## src/rtl/carbon_init_seq_pkg.sv

```systemverilog
// carbon_init_seq shared types and constants.
// State encoding and index width used by the init sequencer.
package carbon_init_seq_pkg;

  localparam int CARBON_INIT_SEQ_IDX_W = 6;
  localparam int TMR_W = 16;
  localparam int RTY_W = 4;

  localparam logic [3:0] CMD_WSTRB = 4'hF;
  localparam logic [1:0] CMD_PRIV  = 2'd1;

  typedef enum logic [3:0] {
    S_IDLE,
    S_ISSUE,
    S_WAIT,
    S_VERIFY_ISSUE,
    S_VERIFY_WAIT,
    S_NEXT,
    S_RELEASE,
    S_DONE,
    S_ERROR
  } state_t;

  function automatic logic is_issue(state_t s);
    return (s == S_ISSUE) || (s == S_VERIFY_ISSUE);
  endfunction

  function automatic logic is_wait(state_t s);
    return (s == S_WAIT) || (s == S_VERIFY_WAIT);
  endfunction

endpackage

```

## src/rtl/carbon_init_seq_timer.sv

```systemverilog
// Loadable down-counter; expired is high while the count is zero.
// Used as the per-step response timeout.
module carbon_init_seq_timer #(
  parameter int W = 16
) (
  input  logic         clk,
  input  logic         rst_n,
  input  logic         load,
  input  logic [W-1:0] load_val,
  input  logic         en,
  output logic         expired
);

  logic [W-1:0] cnt;

  always_ff @(posedge clk or negedge rst_n) begin
    if (!rst_n) begin
      cnt <= '0;
    end else if (load) begin
      cnt <= load_val;
    end else if (en && (cnt != '0)) begin
      cnt <= cnt - 1'b1;
    end
  end

  assign expired = (cnt == '0);

endmodule

```

## src/rtl/carbon_init_seq.sv

```systemverilog
// Boot-time CSR write sequencer: walks a step table, retries faults.
// Define CARBON_INIT_SEQ_READBACK_EN to verify each write by readback.
module carbon_init_seq
  import carbon_init_seq_pkg::*;
#(
  parameter int NUM_STEPS = 6,
  parameter int NUM_TGT   = 2,
  parameter logic [NUM_STEPS*3-1:0]  STEP_TGT   = '0,
  parameter logic [NUM_STEPS*32-1:0] STEP_ADDR  = '0,
  parameter logic [NUM_STEPS*32-1:0] STEP_WDATA = '0,
  parameter int MAX_RETRY      = 2,
  parameter int TIMEOUT_CYCLES = 255
) (
  input  logic                  clk,
  input  logic                  rst_n,
  input  logic                  seq_enable,
  output logic [NUM_TGT-1:0]    cmd_start,
  output logic                  cmd_write,
  output logic [31:0]           cmd_addr,
  output logic [31:0]           cmd_wdata,
  output logic [3:0]            cmd_wstrb,
  output logic [1:0]            cmd_priv,
  input  logic [NUM_TGT-1:0]    tgt_busy,
  input  logic [NUM_TGT-1:0]    tgt_done,
  input  logic [NUM_TGT-1:0]    tgt_fault,
  input  logic [NUM_TGT*32-1:0] tgt_rdata,
  output logic                  halt_req,
  output logic                  run_pulse,
  output logic                  init_done,
  output logic                  init_error,
  output logic [5:0]            step_idx,
  output logic [5:0]            err_step
);

  localparam int IW = CARBON_INIT_SEQ_IDX_W;
  localparam logic [IW-1:0] LAST = IW'(NUM_STEPS - 1);
  localparam logic [RTY_W-1:0] RTY_MAX = RTY_W'(MAX_RETRY);
  localparam logic [TMR_W-1:0] TMO = TMR_W'(TIMEOUT_CYCLES);

  state_t state_q, state_d;
  logic [IW-1:0] step_q, step_d;
  logic [IW-1:0] err_q, err_d;
  logic [RTY_W-1:0] retry_q, retry_d;

  logic [2:0] tgt;
  logic [31:0] step_addr, step_wdata;
  logic [NUM_TGT-1:0] sel_oh;
  logic busy_sel, done_sel, fault_sel;
  logic expired, bad;

  always_comb begin
    tgt = STEP_TGT[int'(step_q)*3 +: 3];
    step_addr = STEP_ADDR[int'(step_q)*32 +: 32];
    step_wdata = STEP_WDATA[int'(step_q)*32 +: 32];
  end

  always_comb begin
    sel_oh = '0;
    for (int i = 0; i < NUM_TGT; i++) begin
      sel_oh[i] = (3'(i) == tgt);
    end
  end

  assign busy_sel  = |(tgt_busy & sel_oh);
  assign done_sel  = |(tgt_done & sel_oh);
  assign fault_sel = |(tgt_fault & sel_oh);

`ifdef CARBON_INIT_SEQ_READBACK_EN
  logic [31:0] rdata_sel;
  logic cmd_write_q;

  always_comb begin
    rdata_sel = '0;
    for (int i = 0; i < NUM_TGT; i++) begin
      if (sel_oh[i]) rdata_sel = tgt_rdata[i*32 +: 32];
    end
  end
`else
  logic unused_rdata;
  assign unused_rdata = ^tgt_rdata;
`endif

  carbon_init_seq_timer #(
    .W(TMR_W)
  ) u_timer (
    .clk      (clk),
    .rst_n    (rst_n),
    .load     (is_issue(state_q)),
    .load_val (TMO),
    .en       (is_wait(state_q)),
    .expired  (expired)
  );

  always_comb begin
    state_d = state_q;
    step_d  = step_q;
    retry_d = retry_q;
    err_d   = err_q;
    bad     = 1'b0;
    unique case (state_q)
      S_IDLE: begin
        if (seq_enable && !busy_sel) state_d = S_ISSUE;
      end
      S_ISSUE: state_d = S_WAIT;
      S_WAIT: begin
        if (done_sel && !fault_sel) begin
`ifdef CARBON_INIT_SEQ_READBACK_EN
          state_d = S_VERIFY_ISSUE;
`else
          state_d = S_NEXT;
`endif
        end else if (done_sel || expired) begin
          bad = 1'b1;
        end
      end
`ifdef CARBON_INIT_SEQ_READBACK_EN
      S_VERIFY_ISSUE: state_d = S_VERIFY_WAIT;
      S_VERIFY_WAIT: begin
        if (done_sel) begin
          if (fault_sel || (rdata_sel != cmd_wdata)) begin
            bad = 1'b1;
          end else begin
            state_d = S_NEXT;
          end
        end else if (expired) begin
          bad = 1'b1;
        end
      end
`endif
      S_NEXT: begin
        retry_d = '0;
        if (step_q == LAST) begin
          state_d = S_RELEASE;
        end else begin
          step_d  = step_q + 1'b1;
          state_d = S_IDLE;
        end
      end
      S_RELEASE: state_d = S_DONE;
      S_DONE: ;
      S_ERROR: ;
      default: state_d = S_IDLE;
    endcase
    // A fault or timeout re-issues the write directly, without gating.
    if (bad) begin
      if (retry_q < RTY_MAX) begin
        retry_d = retry_q + 1'b1;
        state_d = S_ISSUE;
      end else begin
        state_d = S_ERROR;
        err_d   = step_q;
      end
    end
  end

  always_ff @(posedge clk or negedge rst_n) begin
    if (!rst_n) begin
      state_q <= S_IDLE;
      step_q  <= '0;
      retry_q <= '0;
      err_q   <= '0;
    end else begin
      state_q <= state_d;
      step_q  <= step_d;
      retry_q <= retry_d;
      err_q   <= err_d;
    end
  end

  always_ff @(posedge clk or negedge rst_n) begin
    if (!rst_n) begin
      cmd_addr  <= '0;
      cmd_wdata <= '0;
      cmd_wstrb <= '0;
      cmd_priv  <= '0;
    end else if (state_d == S_ISSUE) begin
      cmd_addr  <= step_addr;
      cmd_wdata <= step_wdata;
      cmd_wstrb <= CMD_WSTRB;
      cmd_priv  <= CMD_PRIV;
    end
  end

`ifdef CARBON_INIT_SEQ_READBACK_EN
  always_ff @(posedge clk or negedge rst_n) begin
    if (!rst_n) begin
      cmd_write_q <= 1'b0;
    end else if (state_d == S_ISSUE) begin
      cmd_write_q <= 1'b1;
    end else if (state_d == S_VERIFY_ISSUE) begin
      cmd_write_q <= 1'b0;
    end
  end
  assign cmd_write = cmd_write_q;
`else
  assign cmd_write = 1'b1;
`endif

  assign cmd_start  = is_issue(state_q) ? sel_oh : '0;
  assign run_pulse  = (state_q == S_RELEASE);
  assign halt_req   = !((state_q == S_RELEASE) || (state_q == S_DONE));
  assign init_done  = (state_q == S_DONE);
  assign init_error = (state_q == S_ERROR);
  assign step_idx   = step_q;
  assign err_step   = err_q;

endmodule

```

## config.mk

```make
export PLATFORM = sky130hd
export DESIGN_NAME = carbon_init_seq
export DESIGN_NICKNAME = d
export VERILOG_FILES = /design/src/rtl/carbon_init_seq_pkg.sv /design/src/rtl/carbon_init_seq_timer.sv /design/src/rtl/carbon_init_seq.sv
export SDC_FILE = /design/constraint.sdc
export NUM_CORES = 1
export LEC_CHECK = 0
export CORE_MARGIN = 4
export CORE_UTILIZATION = 35
export DETAILED_ROUTE_END_ITERATION = 12
export GPL_TIMING_DRIVEN = 0
export PLACE_DENSITY_LB_ADDON = 0.1
export SKIP_CTS_REPAIR_TIMING = 1
export SLEW_MARGIN = 25
export SYNTH_ARGS = -nofsm -noshare
export SYNTH_HDL_FRONTEND = slang
export SYNTH_SLANG_ARGS = --single-unit
```

## constraint.sdc

```tcl
create_clock -name clk -period 3.57 [get_ports clk]
set_clock_uncertainty 0.05 [all_clocks]
set_input_delay 0.714 -clock clk [delete_from_list [all_inputs] [get_ports clk]]
set_output_delay 0.714 -clock clk [all_outputs]
set_load 0.005 [all_outputs]
```

==> results of run 1 <==
==> worst register-to-register path, cell delays in order, from the launching register on <==
cell and delay (ns):
dfrtp_1 0.38, inv_1 0.11, ha_1 0.17, nor4b_2 0.30, nand4_4 0.23, a21oi_2 0.29, and2b_1 0.17, buf_6 0.15
mux2_4 0.31
==> metal layers <==
metal  vias to the layer above  track usage, %  routed length [um]
li1                        930               -                   -
met1                       809            15.2                2200
met2                        40            18.1                2280
met3                         4            3.33                 248
met4                         0            2.23                  27
met5                         -               0                   0
==> synth_stat cells, types with 2 or more instances <==
cell type  count
buf_4         71
dfrtp_1       37
nand2_1       18
nor2_1        13
xor2_1        13
nand4_1        9
nor3_1         8
mux2_4         6
ha_1           5
inv_1          5
nand3_1        5
nor2b_1        5
o21ai_0        5
xnor2_1        5
a21oi_1        4
nand2b_1       4
a22o_1         3
and2_1         3
buf_2          3
nand3b_1       3
a211oi_1       2
and3_1         2
buf_6          2
conb_1         2
mux2i_1        2
nand4b_1       2
nor3b_1        2
nor4_1         2
==> final timing paths <==
| path | start | end | slack, ns | depth (start not counted) |
|---|---|---|---|---|
| min reg2reg | retry_q[0]$_DFF_PN0_ | retry_q[0]$_DFF_PN0_ | 0.43 | 1 |
| min | rst_n | u_timer.cnt[15]$_DFFE_PN0P_ | 0.24 | 1 |
| min in group clk | retry_q[0]$_DFF_PN0_ | retry_q[0]$_DFF_PN0_ | 0.43 | 1 |
| max reg2reg | u_timer.cnt[0]$_DFFE_PN0P_ | err_step[4]$_DFFE_PN0P_ | 1.31 | 8 |
| max | state_q[0]$_DFF_PN0_ | cmd_start[0] | 0.58 | 4 |
| max in group asynchronous | rst_n | u_timer.cnt[2]$_DFFE_PN0P_ | 2.81 | 2 |
==> sequential cells by signal, indices dropped and copies added, names as in the netlist <==
name	cells
u_timer.cnt	16
state_q	4
err_step	6
step_idx	6
cmd_priv	1
retry_q	4
==> power groups by stage <==
stage,registers [mW],logic [mW],clock network (mW)
2_1_floorplan,0.542,0.370,0
3_3_place_gp,0.553,0.503,0
3_5_place_dp,0.554,0.508,0
4_1_cts,0.547,0.510,0.388
5_1_grt,0.557,0.576,0.408
6_report,0.546,0.509,0.378
==> layout by cell type, fill, tap and decap left out, types with 2 or more instances in the layout <==
cell type         n
nand2_1          18
buf_4            71
nor3_1            8
nand4_1           9
buf_6             2
nor2b_1           5
clkbuf_1          2
and3_1            2
clkbuf_8          6
nand4b_1          2
mux2i_1           2
a21oi_1           4
nor2_1           13
a211oi_1          2
nand2b_1          4
and2_1            3
conb_1           67
nor3b_1           2
o21ai_0           5
xnor2_1           5
buf_2             4
inv_1             5
nand3_1           5
dfrtp_1          37
nor4_1            2
a22o_1            3
clkdlybuf4s50_1  26
nand3b_1          3
xor2_1           13
mux2_4            6
ha_1              5
==> metrics by stage <==
step	power [mW]	setup WS, ns	util (%)	hold WS, ns
floorplan	0.913	1.35	-	0.368
global placement	1.06	0.777	45.7	0.429
detailed placement	1.06	0.770	45.9	0.425
CTS	1.45	0.558	47.6	0.243
global route	1.54	0.392	47.6	0.242
finish	1.43	0.576	47.6	0.236
==> cell families after synthesis <==
kind of cell	after synthesis	share of synthesized area, %
flip-flops	37	37.0
AND/OR/NAND/NOR	87	20.9
buffers and inverters	83	23.8
adder cells (fa/ha/maj)	5	2.50
AO/OA/AOI/OAI	18	4.75
XOR/XNOR	18	6.30
other	2	0.300
multiplexers	8	4.40
==> cell type report <==
type	count	area share [%]
timing repair buffer	28	8.73
tap	96	3.68
clock inverter	1	0.919
buffer	77	17.6
sequential	37	28.3
clock buffer	7	2.64
inverter	6	0.689
multi-input combinational	203	37.4
==> flow_metrics.env, run 1 <==
export IMPL_crit_type="register to output pin"
export IMPL_hold_class="input pin to async pin"
export IMPL_dp_hpwl_um=3640
export IMPL_cpLargestDelayFamily="buffers and inverters"
export IMPL_crit_slowest_cell="clkdlybuf4s50_1"
export IMPL_cp_cell_sequence="clkbuf_1 > nand2_1 > clkinv_1 > clkdlybuf4s50_1"
export IMPL_syn2layout_area_growth_pct=30.6
export IMPL_vias=1783
export IMPL_cts_sinks=37
export IMPL_yosys_top_cells_area="dfrtp_1 37%, buf_4 21%, xor2_1 4.6%"
export IMPL_drive_gt1_share_pct=27.0
export IMPL_path_clk_slew_ns=0.08
export IMPL_p_leak_nw=1.66
export IMPL_clock_power_share_pct=26.4
export IMPL_relSlewSlack_pct=38.8
export IMPL_via_per_inst=3.92
export IMPL_place_inst=447
export IMPL_ys_seq_area_share_pct=37.0
export IMPL_timing_fmax_mhz=334
export IMPL_synth_edf_count=0
export IMPL_wirelength_um=4760
export IMPL_ioPinCount=162
export IMPL_nets=436
export IMPL_chipHeight_um=92.6
export IMPL_clock_path_buffers=2
export IMPL_grt_util_all_layers_pct=11.3
export IMPL_cp_num_buf_inv=3
export IMPL_setup_violations_final=0
export IMPL_dieArea_mm2=0.00857
export IMPL_cp_required_ns=2.81
export IMPL_cts_made_buffers=5
export IMPL_htreeDepth=2
export IMPL_report_final_slew_viol_count=0
export IMPL_initial_core_util_pct=36.4
export IMPL_critPathCaptureType="output pin"
export IMPL_core_mm2=0.00687
export IMPL_synthesis_area_mm2=0.00250
export IMPL_drcViolationCount=0
export IMPL_synth_top_area_cell="dfrtp_1"
export IMPL_dominantRegCellSynth="dfrtp_1"
export IMPL_diodes=0
export IMPL_clock_latency_ns=0.28
export IMPL_drv_cap=0
export IMPL_antenna_left=0
export IMPL_pwr_share_comb_pct=35.5
export IMPL_grt_ovfl_total=0
export IMPL_powerDensity_mw_per_mm2=438
export IMPL_ys_types=45
export IMPL_die_x_um=92.6
export IMPL_cts_tree="yes"
export IMPL_p_seq_share_pct=38.1
export IMPL_ir_drop_mv=0.211
export IMPL_drtIter0Drc=65
export IMPL_avgSynthCellArea_um2=9.70
export IMPL_multi_input_area_mm2=0.00122
export IMPL_status="complete, no violations"
export IMPL_cp_max_fo=10
export IMPL_yosysWarnings=0
export IMPL_yosys_area_top_type_share_pct=37.0
export IMPL_period_minus_slack_ns=2.99
export IMPL_hold_viol=0
export IMPL_fillers=667
export IMPL_slowest_delay_ns=0.54
export IMPL_dr_pass1_iters=4
export IMPL_switching_power_uw=474
export IMPL_tns_ns=0
export IMPL_grt_pass1_wl_um=7980
export IMPL_design_area_mm2=0.00327
export IMPL_wl_per_cell_um=10.5
export IMPL_numPortBuffers=27
export IMPL_seq_area_um2=926
export IMPL_grt_pass1_vias=1649
export IMPL_antenna_found_initial=0
export IMPL_synth_seq_cells=37
export IMPL_final_cells=455
export IMPL_worst_slew_pin_slew_ns=0.910
export IMPL_fin_crit_sh_pct=83.9
export IMPL_crit_path_start_kind="register"
export IMPL_placementRows=30
export IMPL_sw_frac_of_total_pct=33.1
export IMPL_place_congestion=0.728
export IMPL_cts_root_buffer="clkbuf_8"
export IMPL_dpl_cell_area_mm2=0.00315
export IMPL_crit_arrival_ns=2.23
export IMPL_grt_max_degree=29
export IMPL_synthCells=258
export IMPL_rsz0062_at_grt="false"
export IMPL_synthArstFlopShare_pct=100
export IMPL_p_int_uw=959
(Power assumes the default switching activity.)
==> run 2, diff against run 1 <==
clock period = 2.9 ns   (was 3.57 ns; I/O delays follow)
==> flow_metrics.env, run 2 (synthesis results as in run 1) <==
export IMPL_status="complete, no violations"
export IMPL_period_minus_slack_ns=2.59
export IMPL_setup_violations_final=0
export IMPL_cts_made_buffers=5
export IMPL_timing_fmax_mhz=387
export IMPL_grt_max_degree=29
export IMPL_switching_power_uw=587
export IMPL_power_mw=1.77
export IMPL_antenna_left=0
export IMPL_numPortBuffers=27
export IMPL_clock_power_share_pct=26.3
export IMPL_drv_cap=0
export IMPL_chipHeight_um=92.6
export IMPL_initial_core_util_pct=36.4
export IMPL_grt_pass1_wl_um=7980
export IMPL_grt_ovfl_total=0
export IMPL_p_leak_nw=1.66
export IMPL_core_mm2=0.00687
export IMPL_crit_path_start_kind="register"
export IMPL_wl_met3_um=261
export IMPL_dieArea_mm2=0.00857
export IMPL_sw_frac_of_total_pct=33.1
export IMPL_clock_latency_ns=0.28
export IMPL_relSlewSlack_pct=38.8
export IMPL_tns_ns=0
export IMPL_utilization_pct=47.6
export IMPL_rsz0062_at_grt="false"
export IMPL_wl_met1_um=2190
export IMPL_dp_hpwl_um=3640
export IMPL_cp_required_ns=2.27
export IMPL_final_cell_mix="71 x buf_4, 67 x conb_1, 37 x dfrtp_1"
export IMPL_path_clk_slew_ns=0.08
export IMPL_nets=436
export IMPL_cts_tree="yes"
export IMPL_worst_slew_pin_slew_ns=0.910
export IMPL_place_inst=447
export IMPL_diodes=0
export IMPL_design_area_mm2=0.00327
export IMPL_via_per_inst=3.95
export IMPL_final_common_cell="buf_4"
export IMPL_wl_per_cell_um=10.5
export IMPL_fin_crit_sh_pct=89.1
export IMPL_syn2layout_area_growth_pct=30.8
export IMPL_final_cells=455
export IMPL_critPathCaptureType="output pin"
export IMPL_ioPinCount=162
export IMPL_place_congestion=0.728
export IMPL_powerDensity_mw_per_mm2=541
export IMPL_regMostFlops="u_timer.cnt"
export IMPL_largest_reg_flops=16
export IMPL_die_x_um=92.6
export IMPL_regToRegStartpoint="u_timer.cnt[0]$_DFFE_PN0P_"
export IMPL_drtIter0Drc=66
export IMPL_maxUsedRoutingLayer="met4"
export IMPL_hold_class="input pin to async pin"
export IMPL_drive_gt1_share_pct=27.6
export IMPL_report_final_slew_viol_count=0
export IMPL_cts_root_buffer="clkbuf_8"
export IMPL_wirelength_um=4770
export IMPL_placementRows=30
export IMPL_cp_max_fo=10
export IMPL_vias=1796
export IMPL_ir_drop_mv=0.260
export IMPL_drcViolationCount=0
export IMPL_pwr_share_comb_pct=35.7
export IMPL_grt_util_all_layers_pct=11.3
export IMPL_dpl_cell_area_mm2=0.00315
export IMPL_r2r_cells=8
export IMPL_crit_arrival_ns=1.96
export IMPL_clock_path_buffers=2
export IMPL_crit_type="register to output pin"
export IMPL_htreeDepth=2
export IMPL_p_seq_share_pct=38.0
export IMPL_antenna_found_initial=0
export IMPL_cts_sinks=37
export IMPL_ff2ff_setup_slack_ns=0.64
export IMPL_hold_viol=0
export IMPL_wl_met2_um=2290
export IMPL_p_int_mw=1.18
export IMPL_grt_pass1_vias=1649
export IMPL_r2r_end="err_step[4]$_DFFE_PN0P_"
export IMPL_dr_pass1_iters=4
[run 2: cell counts in the layout (fill, tap and decap cells not counted)]
No cell type changed its count.
[run 2: cell type report]
type                       instances  area (um^2)
buffer                            77          576
timing repair buffer              28          285
multi-input combinational        203         1230
clock inverter                     1         30.0
sequential                        37          926
tap                               96          120
clock buffer                       7         86.3
inverter                           6         22.5
fill                             667         3600
[run 2: power groups by stage]
stage / clock, mW / sequential (mW) / combinational (mW)
after global routing: 0.502 / 0.685 / 0.715
final: 0.466 / 0.673 / 0.631
after detailed placement: 0 / 0.682 / 0.626
after global placement: 0 / 0.681 / 0.619
after floorplan: 0 / 0.668 / 0.456
after CTS: 0.478 / 0.673 / 0.628
[run 2: worst max-delay path by stage]
stage,from,to,slack (ns),depth (start not counted)
global route,state_q[0]$_DFF_PN0_,cmd_start[0],0.18,4
detailed placement,tgt_done[0],err_step[1]$_DFFE_PN0P_,0.23,7
floorplan,tgt_done[0],err_step[0]$_DFFE_PN0P_,0.82,6
global placement,rst_n,state_q[2]$_DFF_PN0_,0.24,1
CTS,state_q[0]$_DFF_PN0_,cmd_start[0],0.02,4
finish,state_q[0]$_DFF_PN0_,cmd_start[0],0.31,4
[run 2: through the flow]
step	worst slack (ns)	hold slack (ns)
after CTS	0.0216	0.109
after global placement	0.241	0.429
after global routing	0.178	0.108
after detailed placement	0.234	0.415
after floorplan	0.818	0.234
final	0.315	0.102
[run 2: worst max-delay path, stage by stage (launching register included)]
cell and delay [ns]:
dfrtp_1 0.45, clkbuf_2 0.22, nand2_2 0.22, clkinv_1 0.26, clkdlybuf4s50_1 0.52
[run 2: metal layers]
metal	GRT usage (%)	vias up
met1	15.2	820
met5	0	-
li1	-	929
met4	2.23	0
met3	3.33	4
met2	18.1	43
